## src/rtl/histoframe_accel_mac_pipe.sv

```systemverilog
// Pipelined multiply / accumulate with saturating output. Latency NUM_STAGE ce-cycles in both modes;
// no backpressure: ce low freezes every stage, the accumulator and the output registers.
module histoframe_accel_mac_pipe #(
    parameter int A_WIDTH     = 16,
    parameter int B_WIDTH     = 16,
    parameter int ACC_WIDTH   = 40,
    parameter int OUT_WIDTH   = 32,
    parameter int OUT_SHIFT   = 0,
    parameter int NUM_STAGE   = 4,
    parameter int SIGNED_MODE = 0
) (
    input  logic                 clk,
    input  logic                 reset,
    input  logic                 ce,
    input  logic [A_WIDTH-1:0]   din0,
    input  logic [B_WIDTH-1:0]   din1,
    input  logic                 in_valid,
    input  logic                 in_mode,
    input  logic                 in_last,
    output logic [OUT_WIDTH-1:0] dout,
    output logic                 dout_valid,
    output logic                 dout_sat
);
    localparam int PW  = A_WIDTH + B_WIDTH;
    localparam int NP  = NUM_STAGE - 1;
    localparam int EXT = ACC_WIDTH - PW;

    logic [PW-1:0]        mult;
    logic [PW-1:0]        prod_q [NP];
    logic [NP-1:0]        vld_q;
    logic [NP-1:0]        mode_q;
    logic [NP-1:0]        last_q;

    logic [ACC_WIDTH-1:0] acc_q;
    logic                 group_open_q;
    logic [OUT_WIDTH-1:0] dout_q;
    logic                 dout_valid_q;
    logic                 dout_sat_q;

    logic [ACC_WIDTH-1:0] prod_ext;
    logic [ACC_WIDTH-1:0] acc_d;
    logic [ACC_WIDTH-1:0] res;
    logic [ACC_WIDTH-1:0] shifted;
    logic [OUT_WIDTH-1:0] sat_val;
    logic                 sat_flag;

    // Operands extended to the full product width: the low PW bits of the
    // product are then correct for both signed and unsigned interpretation.
    generate
        if (SIGNED_MODE != 0) begin : g_sext
            assign mult = {{B_WIDTH{din0[A_WIDTH-1]}}, din0} * {{A_WIDTH{din1[B_WIDTH-1]}}, din1};
        end else begin : g_zext
            assign mult = {{B_WIDTH{1'b0}}, din0} * {{A_WIDTH{1'b0}}, din1};
        end
    endgenerate

    always_ff @(posedge clk) begin
        if (reset) begin
            vld_q  <= '0;
            mode_q <= '0;
            last_q <= '0;
            for (int i = 0; i < NP; i++) prod_q[i] <= '0;
        end else if (ce) begin
            vld_q     <= {vld_q[NP-2:0], in_valid};
            mode_q    <= {mode_q[NP-2:0], in_mode};
            last_q    <= {last_q[NP-2:0], in_last};
            prod_q[0] <= mult;
            for (int i = 1; i < NP; i++) prod_q[i] <= prod_q[i-1];
        end
    end

    assign prod_ext = {{EXT{(SIGNED_MODE != 0) && prod_q[NP-1][PW-1]}}, prod_q[NP-1]};
    assign acc_d    = group_open_q ? acc_q + prod_ext : prod_ext;
    assign res      = mode_q[NP-1] ? acc_d : prod_ext;

    generate
        if (SIGNED_MODE != 0) begin : g_ashr
            assign shifted = $signed(res) >>> OUT_SHIFT;
        end else begin : g_lshr
            assign shifted = res >> OUT_SHIFT;
        end
    endgenerate

    // Out of range when the bits above the output width are not a pure extension.
    always_comb begin
        sat_val  = shifted[OUT_WIDTH-1:0];
        sat_flag = 1'b0;
        if (SIGNED_MODE != 0) begin
            if (!((&shifted[ACC_WIDTH-1:OUT_WIDTH-1]) || !(|shifted[ACC_WIDTH-1:OUT_WIDTH-1]))) begin
                sat_flag = 1'b1;
                sat_val  = shifted[ACC_WIDTH-1] ? {1'b1, {(OUT_WIDTH-1){1'b0}}}
                                                : {1'b0, {(OUT_WIDTH-1){1'b1}}};
            end
        end else if (|shifted[ACC_WIDTH-1:OUT_WIDTH]) begin
            sat_flag = 1'b1;
            sat_val  = '1;
        end
    end

    always_ff @(posedge clk) begin
        if (reset) begin
            acc_q        <= '0;
            group_open_q <= 1'b0;
            dout_q       <= '0;
            dout_valid_q <= 1'b0;
            dout_sat_q   <= 1'b0;
        end else if (ce) begin
            dout_valid_q <= 1'b0;
            if (vld_q[NP-1]) begin
                if (mode_q[NP-1]) begin
                    acc_q        <= acc_d;
                    group_open_q <= !last_q[NP-1];
                end
                if (!mode_q[NP-1] || last_q[NP-1]) begin
                    dout_q       <= sat_val;
                    dout_sat_q   <= sat_flag;
                    dout_valid_q <= 1'b1;
                end
            end
        end
    end

    assign dout       = dout_q;
    assign dout_valid = dout_valid_q;
    assign dout_sat   = dout_sat_q;
endmodule

```

## config.mk

```make
export PLATFORM = sky130hd
export DESIGN_NAME = histoframe_accel_mac_pipe
export DESIGN_NICKNAME = d
export VERILOG_FILES = /design/src/rtl/histoframe_accel_mac_pipe.sv
export SDC_FILE = /design/constraint.sdc
export NUM_CORES = 1
export LEC_CHECK = 0
export BUFFER_PORTS_ARGS = -buffer_cell sky130_fd_sc_hd__buf_4
export CAP_MARGIN = 15
export CORE_MARGIN = 3
export CORE_UTILIZATION = 44
export DETAILED_ROUTE_END_ITERATION = 12
export SLEW_MARGIN = 10
export SYNTH_ARGS = -nofsm -noshare
export SYNTH_HDL_FRONTEND = slang
export SYNTH_SLANG_ARGS = --single-unit
```

## constraint.sdc

```tcl
create_clock -name clk -period 14.2 [get_ports clk]
set_clock_uncertainty 0.05 [all_clocks]
set_input_delay 2.13 -clock clk [delete_from_list [all_inputs] [get_ports clk]]
set_output_delay 2.13 -clock clk [all_outputs]
set_load 0.01 [all_outputs]
```

==> reports/results.md <==
Outcome
* **run status** completed

Place
* **GP Congestion** 0.8700
* **IO buf count** 71
* **sum of net half-perimeters after detailed placement** 29920 um

Worst setup path
* **required time of the critical path** 14340 ps
* **Worst Setup Path Type** in2reg
* **most used cell along the critical path** sky130_fd_sc_hd__fa_1
* **Crit path arrival time** 7900 ps
* **slowest stage delay, CP** 540 ps
* **maximum net fanout on the critical path** 16
* **ordered cell list for the critical path** buf_4, and2_1, fa_1, inv_1, fa_1, fa_1, fa_1, inv_1, fa_1, inv_1, fa_1, inv_1, ha_1, nand3_1, a311o_1, a41oi_2, nand3_1, a21oi_1, nor3_1, or3b_1
* **start of the worst register-to-register path** prod_q[0][64]
* **Top Family by Delay on Critical Path** adder cells
* **sort of element at the start of the critical path** input pin
* **worst setup path startpoint** din0[7]
* **critical path buffer and inverter count** 5
* **highest-delay cell along the critical path** sky130_fd_sc_hd__fa_1
* **CP Capture Type** register

Clocking
* **clock latency on the worst-skew pair** 450 ps
* **clock tree sinks** 180
* **root cell of the clock tree** sky130_fd_sc_hd__clkbuf_16
* **hold_buf cts** 0
* **CTS tree** yes
* **TritonCTS Buffers** 17
* **clock-pin slew reported for the worst setup and hold paths after clock tree synthesis** 70 ps
* **Resized Gates After CTS** 0
* **Max Root-Sink Buffers** 2
* **CTS H-Tree Depth** 4
* **buffer count from post-CTS setup fixing** 0

Route
* **DRC violations left** 0
* **average routed wire per standard cell** 15.98 um
* **via-per-instance ratio** 5.277
* **initial DRC count** 743
* **Antenna Nets Post-Route** 0
* **first drt pass iteration count** 7
* **via count** 12910
* **total wire length** 39100 um

Synth
* **gate count after technology mapping** 1918
* **number of distinct library cells after synthesis** 75
* **Post-synth EDFFs** 96
* **Mapped Avg Cell Area** 9.261 um2
* **number of flip-flops and latches in the synthesized netlist** 180
* **sequential element share of the synthesized area** 25.70%
* **nets in the synthesized netlist** 2287
* **proportion of synthesized flip-flops having asynchronous set or reset** 0%
* **Yosys warning count** 0
* **combined area of all synthesized cells** 17760 um2
* **primary flip-flop cell chosen by synthesis mapping** sky130_fd_sc_hd__edfxtp_1
* **post-synth top area share** 21.98%
* **library cell with the largest summed area after synthesis** sky130_fd_sc_hd__fa_1
* **dominant cells by area after synthesis** sky130_fd_sc_hd__fa_1 22%, sky130_fd_sc_hd__edfxtp_1 16%, sky130_fd_sc_hd__ha_1 9.6%

Floorplan
* **die boundary height** 206.9 um
* **Horiz. Die Dim** 206.9 um
* **overall die area** 42820 um2
* **total core area** 39280 um2
* **Row Count** 72
* **Top Ports** 72
* **starting density of the core** 45.22%

Power and ir drop
* **part of the total power dissipated in sequential elements** 18.8%
* **switching power total** 1571 uW
* **power density over the cells** 180.4 nW/um2
* **relative contribution of the clock network to total power** 13.3%
* **Leakage** 0.008694 uW
* **combinational cell fraction of total power** 67.8%
* **Switching Fraction** 45.34%
* **Worst VDD drop** 0.0001449 V
* **cell internal pwr** 1894 uW
* **PnR Total Power** 3465 uW

STA
* **final worst path period need** 7765 ps
* **post-route setup TNS** 0 ps
* **Worst Max-Slew Pin Slew** 1089 ps
* **worst max-slew margin expressed relative to the limit** 27.38%
* **Tcrit/Tclk final** 54.68%
* **final setup violation count** 0
* **FMAX** 128.8 MHz
* **setup repair after global routing missed its margin** no
* **number of hold violations in the final report** 0
* **max-slew violations** 0

Global route
* **via count of the first global-routing pass** 12860
* **Tot GR Track Use** 18.78%
* **number of antenna violations at the first check in global routing** 0
* **met1 usage in global routing** 26.21%
* **largest net degree at the start of global routing** 81
* **first-pass GRT wire length** 65190 um
* **met3 GRT Util** 2.525%
* **global route overflow** 0
* **met2 track demand over resource** 31.00%
* **gr busiest metal** met2

Final layout
* **count of antenna diodes in the layout** 0
* **count of filler cells inserted in the layout** 3707
* **commonest non-fill, non-tap cell in the layout** sky130_fd_sc_hd__inv_1
* **layout cells sized above 1** 7.154%
* **layout overhead on the synthesized area** 8.129%
* **commonest non-fill, non-tap cells in the layout** 244 x sky130_fd_sc_hd__inv_1, 218 x sky130_fd_sc_hd__nand2_1, 203 x sky130_fd_sc_hd__and2_1, 195 x sky130_fd_sc_hd__fa_1, 136 x sky130_fd_sc_hd__ha_1
* **number of nets in the finished design** 2285

Min path
* **hold crit path type** reg2reg
* **Worst Hold Launch** dout_valid

Run
* **number of max-cap violations** 0

==> cell type report <==
class	instances	area [um2]	area share [%]
repair buffers	79	593.1	3.088
inverters	245	920.9	4.795
clock buffers	17	425.4	2.215
clock inverters	15	162.7	0.8469
multi-input cells	1393	11890	61.90
well taps	518	648.1	3.375
flip-flops and latches	180	4567	23.78
==> power by group through the flow <==
stage / Sequential [uW] / Combinational, uW / Clock [uW]
after floorplan: 659 / 1880 / 0
after global placement: 664 / 2310 / 0
after detailed placement: 665 / 2340 / 0
after CTS: 653 / 2360 / 477
after global routing: 658 / 2730 / 493
final: 653 / 2350 / 463
==> worst paths after layout <==
path | cells past startpoint | slack (ps) | to
worst max-delay path | 20 | 6430 | prod_q[0][28]
worst min-delay path | 1 | 410 | dout_valid
worst max register to register | 12 | 10090 | dout[23]
worst min register to register | 1 | 410 | dout_valid
==> routing by layer <==
| metal | vias to the layer above | wire, um | share of wire, % |
|---|---|---|---|
| met3 | 49 | 1529 | 3.9 |
| li1 | 6332 | - | - |
| met4 | 0 | 716 | 1.8 |
| met5 | - | 0 | 0 |
| met2 | 267 | 18130 | 46 |
| met1 | 6264 | 18720 | 48 |
==> logic make-up after synthesis <==
| logic type | after synthesis | share of synthesized area [%] |
|---|---|---|
| mux | 40 | 2.282 |
| flops | 180 | 25.70 |
| compound gates | 318 | 12.00 |
| buf+inv | 345 | 7.446 |
| fa+ha+maj | 331 | 31.56 |
| xor+xnor | 49 | 2.416 |
| simple gates | 655 | 18.60 |
==> Yosys cell counts, types with 5 or more instances <==
cell type	count
sky130_fd_sc_hd__nor2b_1	6
sky130_fd_sc_hd__nand2_1	218
sky130_fd_sc_hd__xor2_1	16
sky130_fd_sc_hd__buf_2	10
sky130_fd_sc_hd__o21bai_1	10
sky130_fd_sc_hd__nor3_1	15
sky130_fd_sc_hd__a41oi_1	8
sky130_fd_sc_hd__a211oi_1	38
sky130_fd_sc_hd__a31oi_1	9
sky130_fd_sc_hd__xnor2_1	33
sky130_fd_sc_hd__a21boi_0	5
sky130_fd_sc_hd__dfxtp_1	84
sky130_fd_sc_hd__o21ai_0	66
sky130_fd_sc_hd__and2_1	203
sky130_fd_sc_hd__a21o_1	27
sky130_fd_sc_hd__inv_1	245
sky130_fd_sc_hd__edfxtp_1	96
sky130_fd_sc_hd__clkbuf_1	84
sky130_fd_sc_hd__a22oi_1	26
sky130_fd_sc_hd__ha_1	136
sky130_fd_sc_hd__a21oi_1	65
sky130_fd_sc_hd__mux2i_1	36
sky130_fd_sc_hd__o211ai_1	8
sky130_fd_sc_hd__fa_1	195
sky130_fd_sc_hd__nand3_1	17
sky130_fd_sc_hd__or3_1	7
sky130_fd_sc_hd__nand4_1	11
sky130_fd_sc_hd__and4_1	5
sky130_fd_sc_hd__nor2_1	105
sky130_fd_sc_hd__nand2b_1	11
sky130_fd_sc_hd__o21a_1	19
sky130_fd_sc_hd__and3_1	31
sky130_fd_sc_hd__and2_0	6
==> sequential cells by signal, summed over array words and instances, names as in the netlist <==
| register | cells |
|---|---|
| prod_q | 96 |
| acc_q | 40 |
| dout | 32 |
| last_q | 3 |
| mode_q | 3 |
| vld_q | 3 |
| dout_sat | 1 |
| dout_valid | 1 |
| group_open_q | 1 |
==> stage by stage <==
| step | setup slack, ps | cell area (um2) | hold slack, ps | utilization, % | std cells |
|---|---|---|---|---|---|
| 2_1_floorplan | 6452 | 17760 | 385.6 | - | 1918 |
| 3_3_place_gp | 6156 | 18620 | 400.1 | 47.40 | 2415 |
| 3_5_place_dp | 6052 | 18620 | 397.5 | 47.40 | 2415 |
| 4_1_cts | 6520 | 19210 | 414.9 | 48.90 | 2447 |
| 5_1_grt | 6078 | 19210 | 425.0 | 48.90 | 2447 |
| 6_report | 6435 | 19210 | 411.2 | 48.90 | 2447 |
Note: power is estimated with default switching activity, not from simulation.
